<file path="config.mk">
export PLATFORM = sky130hd
export DESIGN_NAME = note_sprite_blitter
export DESIGN_NICKNAME = d
export VERILOG_FILES = /design/src/rtl/note_gfx_pkg.sv /design/src/rtl/note_sprite_blitter.sv
export SDC_FILE = /design/constraint.sdc
export NUM_CORES = 1
export LEC_CHECK = 0
export ABC_CLOCK_PERIOD_IN_PS = 2300
export CAP_MARGIN = 25
export CORE_MARGIN = 5
export CORE_UTILIZATION = 48
export CTS_BUF_LIST = sky130_fd_sc_hd__clkbuf_16
export CTS_CLUSTER_SIZE = 16
export DETAILED_ROUTE_END_ITERATION = 16
export HOLD_SLACK_MARGIN = 0.1
export PLACE_DENSITY_LB_ADDON = 0.05
export SYNTH_ARGS = -nofsm -noshare
export SYNTH_HDL_FRONTEND = slang
export SYNTH_SLANG_ARGS = --single-unit
</file>
<file path="constraint.sdc">
create_clock -name clk -period 2.3 [get_ports clk]
set_input_delay 0.46 -clock clk [delete_from_list [all_inputs] [get_ports clk]]
set_output_delay 0.46 -clock clk [all_outputs]
set_load 0.01 [all_outputs]
</file>
<file path="src/rtl/note_gfx_pkg.sv">
// Shared constants and types for the note-glyph graphics path: sprite geometry,
// screen size, glyph identifiers and the blitter sequencer states.
package note_gfx_pkg;

  localparam int SPR_W      = 20;
  localparam int SPR_H      = 30;
  localparam int SPR_PIXELS = SPR_W * SPR_H;
  localparam int SCREEN_W   = 640;
  localparam int SCREEN_H   = 480;

  typedef enum logic [2:0] {
    QUARTER_UP,
    QUARTER_DOWN,
    EIGHTH_UP,
    EIGHTH_DOWN,
    HALF_UP,
    HALF_DOWN,
    WHOLE,
    REST_Q
  } glyph_t;

  typedef enum logic [1:0] {
    IDLE,
    RUN,
    DRAIN,
    DONE
  } blitter_state_t;

endpackage

</file>
<file path="src/rtl/note_sprite_blitter.sv">
// Copies one SPR_W x SPR_H monochrome glyph from the selected ROM into the staff
// framebuffer at (x,y), clipping at the screen edges, with draw/erase/transparent modes.
module note_sprite_blitter
  import note_gfx_pkg::*;
#(
  parameter int SCREEN_W = 640,
  parameter int SCREEN_H = 480,
  parameter int SPR_W    = 20,
  parameter int SPR_H    = 30,
  parameter int SEL_W    = 3,
  parameter int FB_AW    = 19
) (
  input  logic             clk,
  input  logic             reset,
  input  logic             cmd_valid,
  output logic             cmd_ready,
  input  logic [SEL_W-1:0] cmd_sel,
  input  logic [9:0]       cmd_x,
  input  logic [8:0]       cmd_y,
  input  logic             cmd_erase,
  input  logic             cmd_transparent,
  output logic [SEL_W-1:0] rom_sel,
  output logic [9:0]       rom_addr,
  input  logic             rom_pixel,
  output logic             fb_we,
  output logic [FB_AW-1:0] fb_addr,
  output logic             fb_data,
  output logic             busy,
  output logic             done
);

  localparam int CW    = $clog2(SPR_W);
  localparam int RW    = $clog2(SPR_H);
  localparam int LIN_W = 21;

  blitter_state_t state;
  logic [CW-1:0]  col;
  logic [RW-1:0]  row;
  logic           drain_cnt;
  logic           accept;
  logic           col_last;
  logic           last_addr;

  logic [9:0]     x_q;
  logic [8:0]     y_q;
  logic           erase_q;
  logic           transp_q;

  logic             vld_p1;
  logic [10:0]      px_p1;
  logic [9:0]       py_p1;
  logic             in_bounds_p1;
  logic [LIN_W-1:0] lin_p1;

  assign accept    = cmd_valid && cmd_ready;
  assign col_last  = (col == CW'(SPR_W - 1));
  assign last_addr = col_last && (row == RW'(SPR_H - 1));

  // Stage p0: sequencer issues one ROM address per cycle while in RUN
  always_ff @(posedge clk) begin
    if (reset) begin
      state     <= IDLE;
      cmd_ready <= 1'b1;
      busy      <= 1'b0;
      done      <= 1'b0;
      col       <= '0;
      row       <= '0;
      drain_cnt <= 1'b0;
      rom_addr  <= '0;
      rom_sel   <= '0;
    end else begin
      done <= 1'b0;
      case (state)
        IDLE, DONE: begin
          if (accept) begin
            state     <= RUN;
            cmd_ready <= 1'b0;
            busy      <= 1'b1;
            col       <= '0;
            row       <= '0;
            rom_addr  <= '0;
            rom_sel   <= cmd_sel;
          end else begin
            state     <= IDLE;
            cmd_ready <= 1'b1;
            busy      <= 1'b0;
          end
        end
        RUN: begin
          if (last_addr) begin
            state     <= DRAIN;
            drain_cnt <= 1'b0;
          end else begin
            rom_addr <= rom_addr + 10'd1;
            if (col_last) begin
              col <= '0;
              row <= row + 1'b1;
            end else begin
              col <= col + 1'b1;
            end
          end
        end
        DRAIN: begin
          // Two cycles let the ROM read and the output register flush the last pixel
          if (drain_cnt) begin
            state     <= DONE;
            done      <= 1'b1;
            busy      <= 1'b0;
            cmd_ready <= 1'b1;
          end else begin
            drain_cnt <= 1'b1;
          end
        end
        default: state <= IDLE;
      endcase
    end
  end

  always_ff @(posedge clk) begin
    if (accept) begin
      x_q      <= cmd_x;
      y_q      <= cmd_y;
      erase_q  <= cmd_erase;
      transp_q <= cmd_transparent;
    end
  end

  // Stage p1: screen coordinates line up with the registered ROM pixel
  always_ff @(posedge clk) begin
    if (reset) begin
      vld_p1 <= 1'b0;
    end else begin
      vld_p1 <= (state == RUN);
    end
  end

  always_ff @(posedge clk) begin
    px_p1 <= {1'b0, x_q} + 11'(col);
    py_p1 <= {1'b0, y_q} + 10'(row);
  end

  always_comb begin
    in_bounds_p1 = (px_p1 < 11'(SCREEN_W)) && (py_p1 < 10'(SCREEN_H));
    lin_p1       = LIN_W'(py_p1) * LIN_W'(SCREEN_W) + LIN_W'(px_p1);
  end

  // Stage p2: registered framebuffer write port
  always_ff @(posedge clk) begin
    if (reset) begin
      fb_we   <= 1'b0;
      fb_addr <= '0;
      fb_data <= 1'b0;
    end else begin
      fb_we   <= vld_p1 && in_bounds_p1 && (rom_pixel || !(erase_q || transp_q));
      fb_addr <= lin_p1[FB_AW-1:0];
      fb_data <= !erase_q && (transp_q || rom_pixel);
    end
  end

endmodule

</file>
=== Word level (Yosys, flattened, before mapping) ===
Index checks and enable logic that the tools add are counted.

* Flip-flop bits (word level): 93
* Input bits: 28
* Output and inout bits: 37
* Word-level logic and storage cells: 85

* Add/sub/neg operators: 6
* Multipliers: 1
* Magnitude comparators: 2
* Eq/ne operators: 10
* Muxes and demuxes: 23
* Bitwise operators: 1
* Reductions and logical operators: 23

{| class="wikitable"
|+ Operator list
! cell !! count
|-
| $mux W5 || 5
|-
| $mux W10 || 2
|-
| $pmux W10 S2 || 1
|-
| $pmux W5 S2 || 2
|-
| $add A19 B11 Y19 || 1
|-
| $mul A10 B3 Y12 const B || 1
|-
| $add A10 B5 Y11 || 1
|-
| $lt A11 B10 Y1 const B || 1
|-
| $add A10 B1 Y10 const B || 1
|-
| $add A5 B1 Y5 const B || 2
|-
| $add A9 B5 Y10 || 1
|-
| $eq A5 B5 Y1 const B || 2
|-
| $lt A10 B9 Y1 const B || 1
|-
| $ne A2 B2 Y1 const B || 5
|-
| $reduce_and A2 Y1 || 4
|-
| $mux W1 || 7
|-
| $logic_and A1 B1 Y1 || 6
|-
| $pmux W1 S2 || 3
|-
| $pmux W2 S3 || 1
|-
| $reduce_bool A2 Y1 || 3
|-
| $eq A2 B2 Y1 const B || 2
|-
| $mux W2 || 2
|-
| $reduce_and A4 Y1 || 1
|-
| $reduce_or A2 Y1 || 2
|-
| 6 further kinds || 9
|}

=== Longest topological paths before layout ===
Gate-level depths: netlist of run 1.

* Word-level depth: 4
* Mapped depth: 9
* Gate-level depth less buffers: 9

=== Least setup slack after synthesis of run 1 ===
No wires, ideal clock.

* Kind: reg2reg
* Start point: register py_p1[1]
* End point: register fb_addr[17]
* Library setup time: 0.121 ns
* Arrival: 2.443 ns
* Data required time: 2.179 ns
* Setup slack: -0.264 ns
* Cell stages (with the launch flop): 10
* Path buffers: 0
* Period minus slack after synthesis: 2.564 ns
* Path through: dfxtp_1 -> ha_1 -> ha_1 -> fa_1 -> a21o_2 -> a221oi_2 -> xnor2_1 -> and3_4 -> nand3_2 -> mux2_4

* Cells in the longest elaborated chain, start to end: 2

{| class="wikitable"
|+ Ends and longest elaborated chain
! element !! RTL line !! source
|-
| start, declared || note_sprite_blitter.sv:51 || <nowiki>logic [9:0] py_p1;</nowiki>
|-
| start signal, assigned || note_sprite_blitter.sv:139 || <nowiki>py_p1 <= {1'b0, y_q} + 10'(row);</nowiki>
|-
| $mul A10 B3 Y12 || note_sprite_blitter.sv:144 || <nowiki>lin_p1 = LIN_W'(py_p1) * LIN_W'(SCREEN_W) + LIN_W'(px_p1);</nowiki>
|-
| $add A19 B11 Y19 || note_sprite_blitter.sv:144 ||
|-
| end signal, assigned || note_sprite_blitter.sv:155 || <nowiki>fb_addr <= lin_p1[FB_AW-1:0];</nowiki>
|-
| end, declared || note_sprite_blitter.sv:26 || <nowiki>output logic [FB_AW-1:0] fb_addr,</nowiki>
|}

Every way passes these cells.
A chain may end at the register's enable or synchronous reset.

=== Worst setup path in the final report of run 1 ===
* Start point: register py_p1[3]
* End point: register fb_addr[17]

Same word-level chain as after synthesis.

==> metrics.cfg, run 1 <==
[run_status]
status = finished, violations left
violations = setup timing

[critical_path]
critPathKind = flop to flop
critPathMaxStageDelay_ns = 0.35
crit_required_ns = 2.52
critPathLaunchType = flop
cp.arrival_ns = 2.62
slowest_stage = fa_2
crit_fanout = 3
critPathLaunch = py_p1[3]
end_kind = flop
path_cells = ha_4 > ha_4 > fa_2 > a21o_4 > a221oi_2 > xnor2_1 > and3_4 > nand3_2 > mux2_4
crit_top_cell = ha_4
crit-reg2reg-launch = py_p1[3]

[layout]
seqCellArea_sq_um = 2070
diodes = 0
layout_common_cells = 70 x dfxtp_1, 64 x clkdlybuf4s50_1, 41 x nor2_1
drive_above_1_share = 0.128
design_area_sq_um = 5410
layout_commonest_cell = dfxtp_1
multi_input_comb_area_sq_um = 2030
fillers = 725
syn_to_final_growth_pct = 29.8
nets = 549
post-route-util = 0.629

[min_path]
hold_start = px_p1[1]
worstHoldPathType = flop to flop

[clocking]
root_buffer = clkbuf_16
clkSinkCount = 93
cts_buffer_depth = 2
htreeDepth = 3
clk_latency_ns = 0.33
tritoncts = done
numCtsBuffers = 9
cts.clk_slew.worst_paths_ns = 0.06

[sta]
drv_slew = 0
final_hold_viol_count = 0
setup_viol = 2
fin_crit_sh = 1.04
tightest_slew_ns = 0.883
rsz0062_at_grt = true
holdWs_ns = 0.436
period_needed_ns = 2.40
max_freq_mhz = 417
clock_skew_ns = 0.00676
layout_setup_ws_ns = -0.0999
max_slew_margin = 0.410

[global_routing]
grt_antenna_before_repair = 0
overflow = 0
grt_pass1_vias = 2796
grt_max_degree = 22
grt_pass1_wl_microns = 12400
track_usage = 0.149

[routing]
route.detailed.drc = 0
antenna_left = 0
first_pass_iters = 4
wl_microns = 7290
drtIter0Drc = 89
viasPerCell = 4.88
wl_per_cell_microns = 12.3
dr_total_vias = 2896

[synthesis]
synth_xor_area_frac = 0.0862
synthMuxAreaShare = 0.0183
yosysUniqueCellTypes = 48
synth_fa_ha_area_frac = 0.127
yosys_warnings = 0
synth_area_sq_um = 4160
synth_edf_count = 21
avgSynthCellArea_sq_um = 10.6
synth_compound_area_frac = 0.0901
synthSimpleGateAreaFrac = 0.154
synth_top_family_by_area = simple AND/OR/NAND/NOR gates
ys_seq_area_frac = 0.498
async_reset_ff_frac = 0
ys_ff_latch = 93
synth_ff_type = dfxtp_1
syn_inst = 391
syn_nets = 459

[die]
core-area_sq_um = 8590
rows = 34
dieArea_sq_um = 10600
die_w_microns = 103
num_io_pins = 65
start_util = 0.485
die_h_microns = 103

[pwr]
p_leak_nw = 2.19
vdd_drop_max_mv = 0.445
p_per_area_nw_per_um2 = 1050

[job]
maxCapViolations = 0

[placement]
gp_congestion = 0.789
dpl.hpwl_microns = 5600
port_buffers = 64
placed_area_sq_um = 5100

-- cell usage after synthesis (2+ instances only) --
| cell type | count | area, sq um |
|---|---|---|
| dfxtp_1 | 72 | 1440 |
| nor2_1 | 41 | 154 |
| ha_1 | 36 | 450 |
| xnor2_1 | 24 | 210 |
| inv_1 | 22 | 82.6 |
| a21oi_1 | 21 | 105 |
| edfxtp_1 | 21 | 631 |
| nand2_1 | 21 | 78.8 |
| xor2_1 | 17 | 149 |
| nand4_1 | 14 | 87.6 |
| nor3_1 | 14 | 70.1 |
| nor2b_1 | 13 | 81.3 |
| o21ai_0 | 10 | 50.1 |
| nand2b_1 | 6 | 37.5 |
| a21o_1 | 5 | 37.5 |
| mux2i_1 | 5 | 50.1 |
| o21bai_1 | 5 | 37.5 |
| clkbuf_1 | 4 | 15.0 |
| fa_1 | 4 | 80.1 |
| nand3_1 | 3 | 15.0 |
| and2_1 | 2 | 12.5 |
| buf_2 | 2 | 10.0 |
| nand3_2 | 2 | 20.0 |
| o211ai_1 | 2 | 15.0 |
| or3_1 | 2 | 12.5 |
-- critical path: cells and delay by family, from the launching register on --
kind	cells	cell delay, ns
adders and majority gates	3	0.75
AOI/OAI and AO/OA	2	0.46
DFF	1	0.34
muxes	1	0.30
and+or+nand+nor	2	0.28
xor gates and xnor gates	1	0.17
-- power by group --
part	leakage, nW	internal, mW	switching (mW)
Sequential	0.797	2.00	0.156
Clock	0.138	0.738	0.609
Combinational	1.25	1.14	1.05
-- metal layers --
| metal | GRT usage | wire length (microns) | part of all wire | vias up |
|---|---|---|---|---|
| met1 | 0.192 | 3440 | 0.47 | 1299 |
| li1 | - | - | - | 1528 |
| met2 | 0.242 | 3310 | 0.45 | 62 |
| met5 | 0 | 0 | 0 | - |
| met4 | 0.0478 | 85 | 0.012 | 0 |
| met3 | 0.0419 | 454 | 0.062 | 7 |
-- final cells by class --
| cell class | count | area share |
|---|---|---|
| sequential | 93 | 0.384 |
| multi-input combinational | 269 | 0.376 |
| timing repair buffer | 86 | 0.149 |
| clock buffer | 9 | 0.0417 |
| tap | 108 | 0.0250 |
| inverter | 22 | 0.0153 |
| clock inverter | 7 | 0.00903 |
-- logic make-up (layout without fill, tap and decap cells) --
family / after synthesis / after routing
simple gates: 125 / 125
flops: 93 / 93
compound gates: 56 / 56
xor+xnor: 41 / 41
fa+ha+maj: 40 / 40
buf+inv: 29 / 124
mux: 7 / 7
-- registers in the layout, indices dropped and copies added, names as in the netlist --
| name | count |
|---|---|
| px_p1 | 11 |
| erase_q | 1 |
| col | 5 |
| vld_p1 | 1 |
| row | 5 |
| fb_we | 1 |
| done | 1 |
| transp_q | 1 |
| rom_sel | 3 |
| rom_addr | 10 |
| drain_cnt | 1 |
| state | 2 |
| fb_addr | 19 |
| x_q | 10 |
| busy | 1 |
| fb_data | 1 |
| cmd_ready | 1 |
| py_p1 | 10 |
| y_q | 9 |
-- final timing paths --
check | slack (ns) | depth (start not counted) | endpoint
max reg2reg | -0.1 | 9 | fb_addr[17]
min reg2reg | 0.44 | 1 | fb_addr[1]
min | 0.44 | 1 | fb_addr[1]
max | -0.1 | 9 | fb_addr[17]
-- what timing repair did --
item	CTS	global route
gates cloned	0	0
gates resized for setup	2	4
hold buffers	0	0
setup buffers	0	1
endpoints found under the setup margin	2	6
pin swaps	4	1
-- per-stage QoR --
stage	total power, mW	setup TNS (ns)	cells	setup WS [ns]
6_report	5.69	-0.139	594	-0.0999
3_3_place_gp	4.29	-0.110	577	-0.102
3_5_place_dp	4.33	-0.204	577	-0.149
2_1_floorplan	3.53	-0.105	391	-0.105
5_1_grt	6.11	-0.380	594	-0.184
4_1_cts	5.72	-0.159	593	-0.119
(Power assumes the default switching activity.)
==> run 2, diff against run 1 <==
--- a/config.mk
+++ b/config.mk
@@ -8,7 +8,7 @@
 export ABC_CLOCK_PERIOD_IN_PS = 2300
 export CAP_MARGIN = 25
 export CORE_MARGIN = 5
-export CORE_UTILIZATION = 48
+export CORE_UTILIZATION = 34
 export CTS_BUF_LIST = sky130_fd_sc_hd__clkbuf_16
 export CTS_CLUSTER_SIZE = 16
 export DETAILED_ROUTE_END_ITERATION = 16
==> metrics.cfg, run 2 (synthesis results as in run 1) <==
[clocking]
root_buffer = clkbuf_16
tritoncts = done
numCtsBuffers = 9
hold_buffers = 0
clk_latency_ns = 0.34
cts_buffer_depth = 2
cts.clk_slew.worst_paths_ns = 0.07
clkSinkCount = 93
htreeDepth = 3

[sta]
drv_slew = 0
tightest_slew_ns = 0.894
max_slew_margin = 0.403
setup_viol = 2
clock_skew_ns = 0.00907
max_freq_mhz = 415
fin_crit_sh = 1.05
holdWs_ns = 0.438
rsz0062_at_grt = true
layout_setup_ws_ns = -0.111
period_needed_ns = 2.41
final_hold_viol_count = 0

[routing]
dr.max_layer_used = met4
antenna_left = 0
wl_met2_microns = 3480
drtIter0Drc = 133
wl_microns = 8220
viasPerCell = 4.61
first_pass_iters = 4
wl_met1_microns = 4100
met3WireLength_microns = 488
wl_per_cell_microns = 12.9
route.detailed.drc = 0
dr_total_vias = 2948

[global_routing]
grt_pass1_wl_microns = 13800
track_usage = 0.119
grt_max_degree = 22
overflow = 0
grt_antenna_before_repair = 0
grt_pass1_vias = 2897

[placement]
place_ws_ns = -0.160
gp_congestion = 0.798
dpl.hpwl_microns = 6180
port_buffers = 64
placed_area_sq_um = 5180

[critical_path]
crit_required_ns = 2.53
cp.arrival_ns = 2.64
critPathLaunchType = flop
crit-reg2reg-capture = fb_addr[17]
crit-reg2reg-launch = py_p1[3]
r2r_slack_ns = -0.11
crit_fanout = 3
critPathKind = flop to flop
end_kind = flop
r2r_cells = 9

[min_path]
holdPathStages = 1
hold-path-endpoint = fb_addr[2]
worstHoldPathType = flop to flop
hold_start = px_p1[2]

[layout]
fillers = 1157
nets = 555
post-route-util = 0.467
layout_commonest_cell = dfxtp_1
drive_above_1_share = 0.146
largest_reg_flops = 19
top_regs = fb_addr x19, px_p1 x11
layout_common_cells = 70 x dfxtp_1, 64 x clkdlybuf4s50_1, 41 x nor2_1
design_area_sq_um = 5610
top_register = fb_addr
syn_to_final_growth_pct = 34.6
diodes = 0

[pwr]
p_leak_nw = 2.23
combPwrFrac = 0.389
clkPwrFrac = 0.254
vdd_drop_max_mv = 0.352
seqPwrFrac = 0.357
power_mw = 6.05
switching_share = 0.314
p_per_area_nw_per_um2 = 1080
p_int_mw = 4.15
p_sw_mw = 1.90

[die]
num_io_pins = 65
dieArea_sq_um = 14600
die_w_microns = 121
start_util = 0.347
core-area_sq_um = 12000
die_h_microns = 121
rows = 40

[run_status]
violations = setup timing
status = finished, violations left

[job]
maxCapViolations = 0

-- run 2: through the flow --
| step | instances | setup TNS (ns) |
|---|---|---|
| final | 639 | -0.164 |
| after global routing | 639 | -0.413 |
| after CTS | 637 | -0.206 |
| after detailed placement | 620 | -0.160 |
| after global placement | 620 | -0.122 |
| after floorplan | 391 | -0.105 |
-- run 2: worst max-delay path by stage --
| stage | cells after the start | to | slack [ns] | start |
|---|---|---|---|---|
| final | 9 | fb_addr[17] | -0.11 | py_p1[3] |
| after global routing | 9 | fb_addr[17] | -0.19 | py_p1[3] |
| after CTS | 9 | fb_addr[17] | -0.14 | py_p1[3] |
| after detailed placement | 9 | fb_addr[17] | -0.16 | py_p1[3] |
| after global placement | 9 | fb_addr[17] | -0.12 | py_p1[3] |
| after floorplan | 9 | fb_addr[17] | -0.11 | py_p1[3] |
-- run 2: timing repair --
| item | in CTS | in global routing |
|---|---|---|
| gates resized for setup | 4 | 11 |
| endpoints found under the setup margin | 2 | 8 |
| hold endpoints to repair | 0 | 0 |
| setup buffers | 1 | 2 |
| pin swaps | 4 | 2 |
-- run 2: metal layers --
layer,global-route usage,vias up
met5,0,-
met1,0.164,1321
met3,0.0332,12
li1,-,1548
met2,0.171,67
met4,0.0595,0
-- run 2: layout make-up --
cell class	instances	area (sq um)	share of cell area
Clock buffer	10	250	0.0446
Clock inverter	6	60.1	0.0107
Inverter	22	82.6	0.0147
Multi-Input combinational cell	269	2100	0.375
Sequential cell	93	2070	0.370
Tap cell	147	184	0.0328
Timing Repair Buffer	92	851	0.152
-- run 2: power by group through the flow --
stage / sequential [mW] / clock (mW) / combinational (mW)
after detailed placement: 2.19 / 0 / 2.20
after global routing: 2.20 / 1.65 / 2.63
after floorplan: 2.23 / 0 / 1.30
after CTS: 2.16 / 1.60 / 2.25
after global placement: 2.19 / 0 / 2.19
final: 2.16 / 1.53 / 2.36
-- run 2: critical path, stage by stage (launching register included) --
cell and delay [ns]:
dfxtp_2 0.34, ha_4 0.24, ha_4 0.16, fa_2 0.34, a21o_4 0.23, a221oi_4 0.25
xnor2_2 0.15, and3_4 0.21, nand3_2 0.06, mux2_4 0.31
==> run 3, diff against run 2 <==
--- a/config.mk
+++ b/config.mk
@@ -14,6 +14,8 @@
 export DETAILED_ROUTE_END_ITERATION = 16
 export HOLD_SLACK_MARGIN = 0.1
 export PLACE_DENSITY_LB_ADDON = 0.05
+export SETUP_SLACK_MARGIN = 0.3
 export SYNTH_ARGS = -nofsm -noshare
 export SYNTH_HDL_FRONTEND = slang
 export SYNTH_SLANG_ARGS = --single-unit
+export TNS_END_PERCENT = 1
==> metrics.cfg, run 3 (synthesis results as in run 1) <==
[layout]
top_register = fb_addr
nets = 554
layout_commonest_cell = dfxtp_1
largest_reg_flops = 19
top_regs = fb_addr x19, px_p1 x11
syn_to_final_growth_pct = 36.4
diodes = 0
drive_above_1_share = 0.181
layout_common_cells = 65 x dfxtp_1, 64 x clkdlybuf4s50_1, 41 x nor2_1

[die]
die_h_microns = 121
die_w_microns = 121
num_io_pins = 65
core-area_sq_um = 12000
rows = 40
dieArea_sq_um = 14600
start_util = 0.347

[sta]
final_hold_viol_count = 0
fin_crit_sh = 1.05
tightest_slew_ns = 0.545
layout_setup_ws_ns = -0.115
clock_skew_ns = 0.00899
rsz0062_at_grt = true
holdWs_ns = 0.438
setup_viol = 2
drv_slew = 0
max_slew_margin = 0.636
period_needed_ns = 2.42
max_freq_mhz = 414

[pwr]
p_leak_nw = 2.24
p_per_area_nw_per_um2 = 1080
vdd_drop_max_mv = 0.354

[critical_path]
crit-reg2reg-launch = py_p1[3]
crit_path_end = fb_addr[17]
critPathKind = flop to flop
critPathLaunchType = flop
r2r_slack_ns = -0.12
critPathLaunch = py_p1[3]
crit_required_ns = 2.53
crit-reg2reg-capture = fb_addr[17]
crit_fanout = 3
r2r_cells = 9
end_kind = flop
cp.arrival_ns = 2.64

[global_routing]
grt_pass1_vias = 2937
grt_max_degree = 22
grt_antenna_before_repair = 0
grt_pass1_wl_microns = 13900
overflow = 0
track_usage = 0.120

[routing]
dr_total_vias = 2918
antenna_left = 0
wl_per_cell_microns = 13.0
viasPerCell = 4.57
drtIter0Drc = 109
wl_microns = 8320
route.detailed.drc = 0
first_pass_iters = 4

[placement]
port_buffers = 64
place_ws_ns = -0.160
dpl.hpwl_microns = 6180
gp_congestion = 0.798

[clocking]
cts.clk_slew.worst_paths_ns = 0.07
clk_latency_ns = 0.35
cts_buffer_depth = 2
htreeDepth = 3
clkSinkCount = 93
tritoncts = done
numCtsBuffers = 9
root_buffer = clkbuf_16

[min_path]
worstHoldPathType = flop to flop
hold_start = px_p1[2]

[run_status]
status = finished, violations left
violations = setup timing

[job]
maxCapViolations = 0

run 3: through the flow:
step                      instance area (sq um)  total power, mW   util  cells  setup TNS, ns
after floorplan                            4190             3.53      -    391         -0.105
after global placement                     5180             4.38  0.431    620         -0.122
after detailed placement                   5180             4.39  0.431    620         -0.160
after CTS                                  5580             6.09  0.465    637         -0.206
after global routing                       5680             6.56  0.473    638         -0.460
final                                      5680             6.13  0.473    638         -0.172
run 3: metal layers:
metal,track usage,routed length (microns),up-vias
met5,0,0,-
met4,0.0595,156,0
met3,0.0332,471,12
met2,0.175,3540,56
met1,0.164,4150,1305
li1,-,-,1545
run 3: critical path, cell delays in order, from the launching register on:
cell and delay (ns):
dfxtp_2 0.34, ha_4 0.24, ha_4 0.16, fa_2 0.34, a21o_4 0.23, a221oi_4 0.25, xnor2_2 0.15, and3_4 0.21
nand3_2 0.06, mux2_4 0.31
run 3: worst min-delay path by stage:
stage	end	slack (ns)	cells past startpoint
final	fb_addr[2]	0.44	1
after global placement	fb_addr[0]	0.42	1
after global routing	fb_addr[2]	0.46	1
after floorplan	fb_addr[0]	0.41	1
after CTS	fb_addr[2]	0.44	1
after detailed placement	fb_addr[2]	0.42	1
run 3: what timing repair did:
action / 4_1_cts / 5_1_grt
pin swaps: 10 / 12
setup endpoints to repair: 17 / 19
buffers inserted: 1 / 1
gates resized for setup: 14 / 24
hold buffers: 0 / 0
run 3: final cells by class:
class | instances | area [sq um]
timing repair buffer | 91 | 843
tap | 147 | 184
sequential | 93 | 2090
multi-input combinational | 269 | 2170
fill | 1148 | 6330
inverter | 22 | 85.1
clock buffer | 10 | 250
clock inverter | 6 | 60.1
run 3: power breakdown:
part	internal (mW)	switching, mW
combinational	1.28	1.14
clock	0.905	0.632
sequential	2.01	0.165
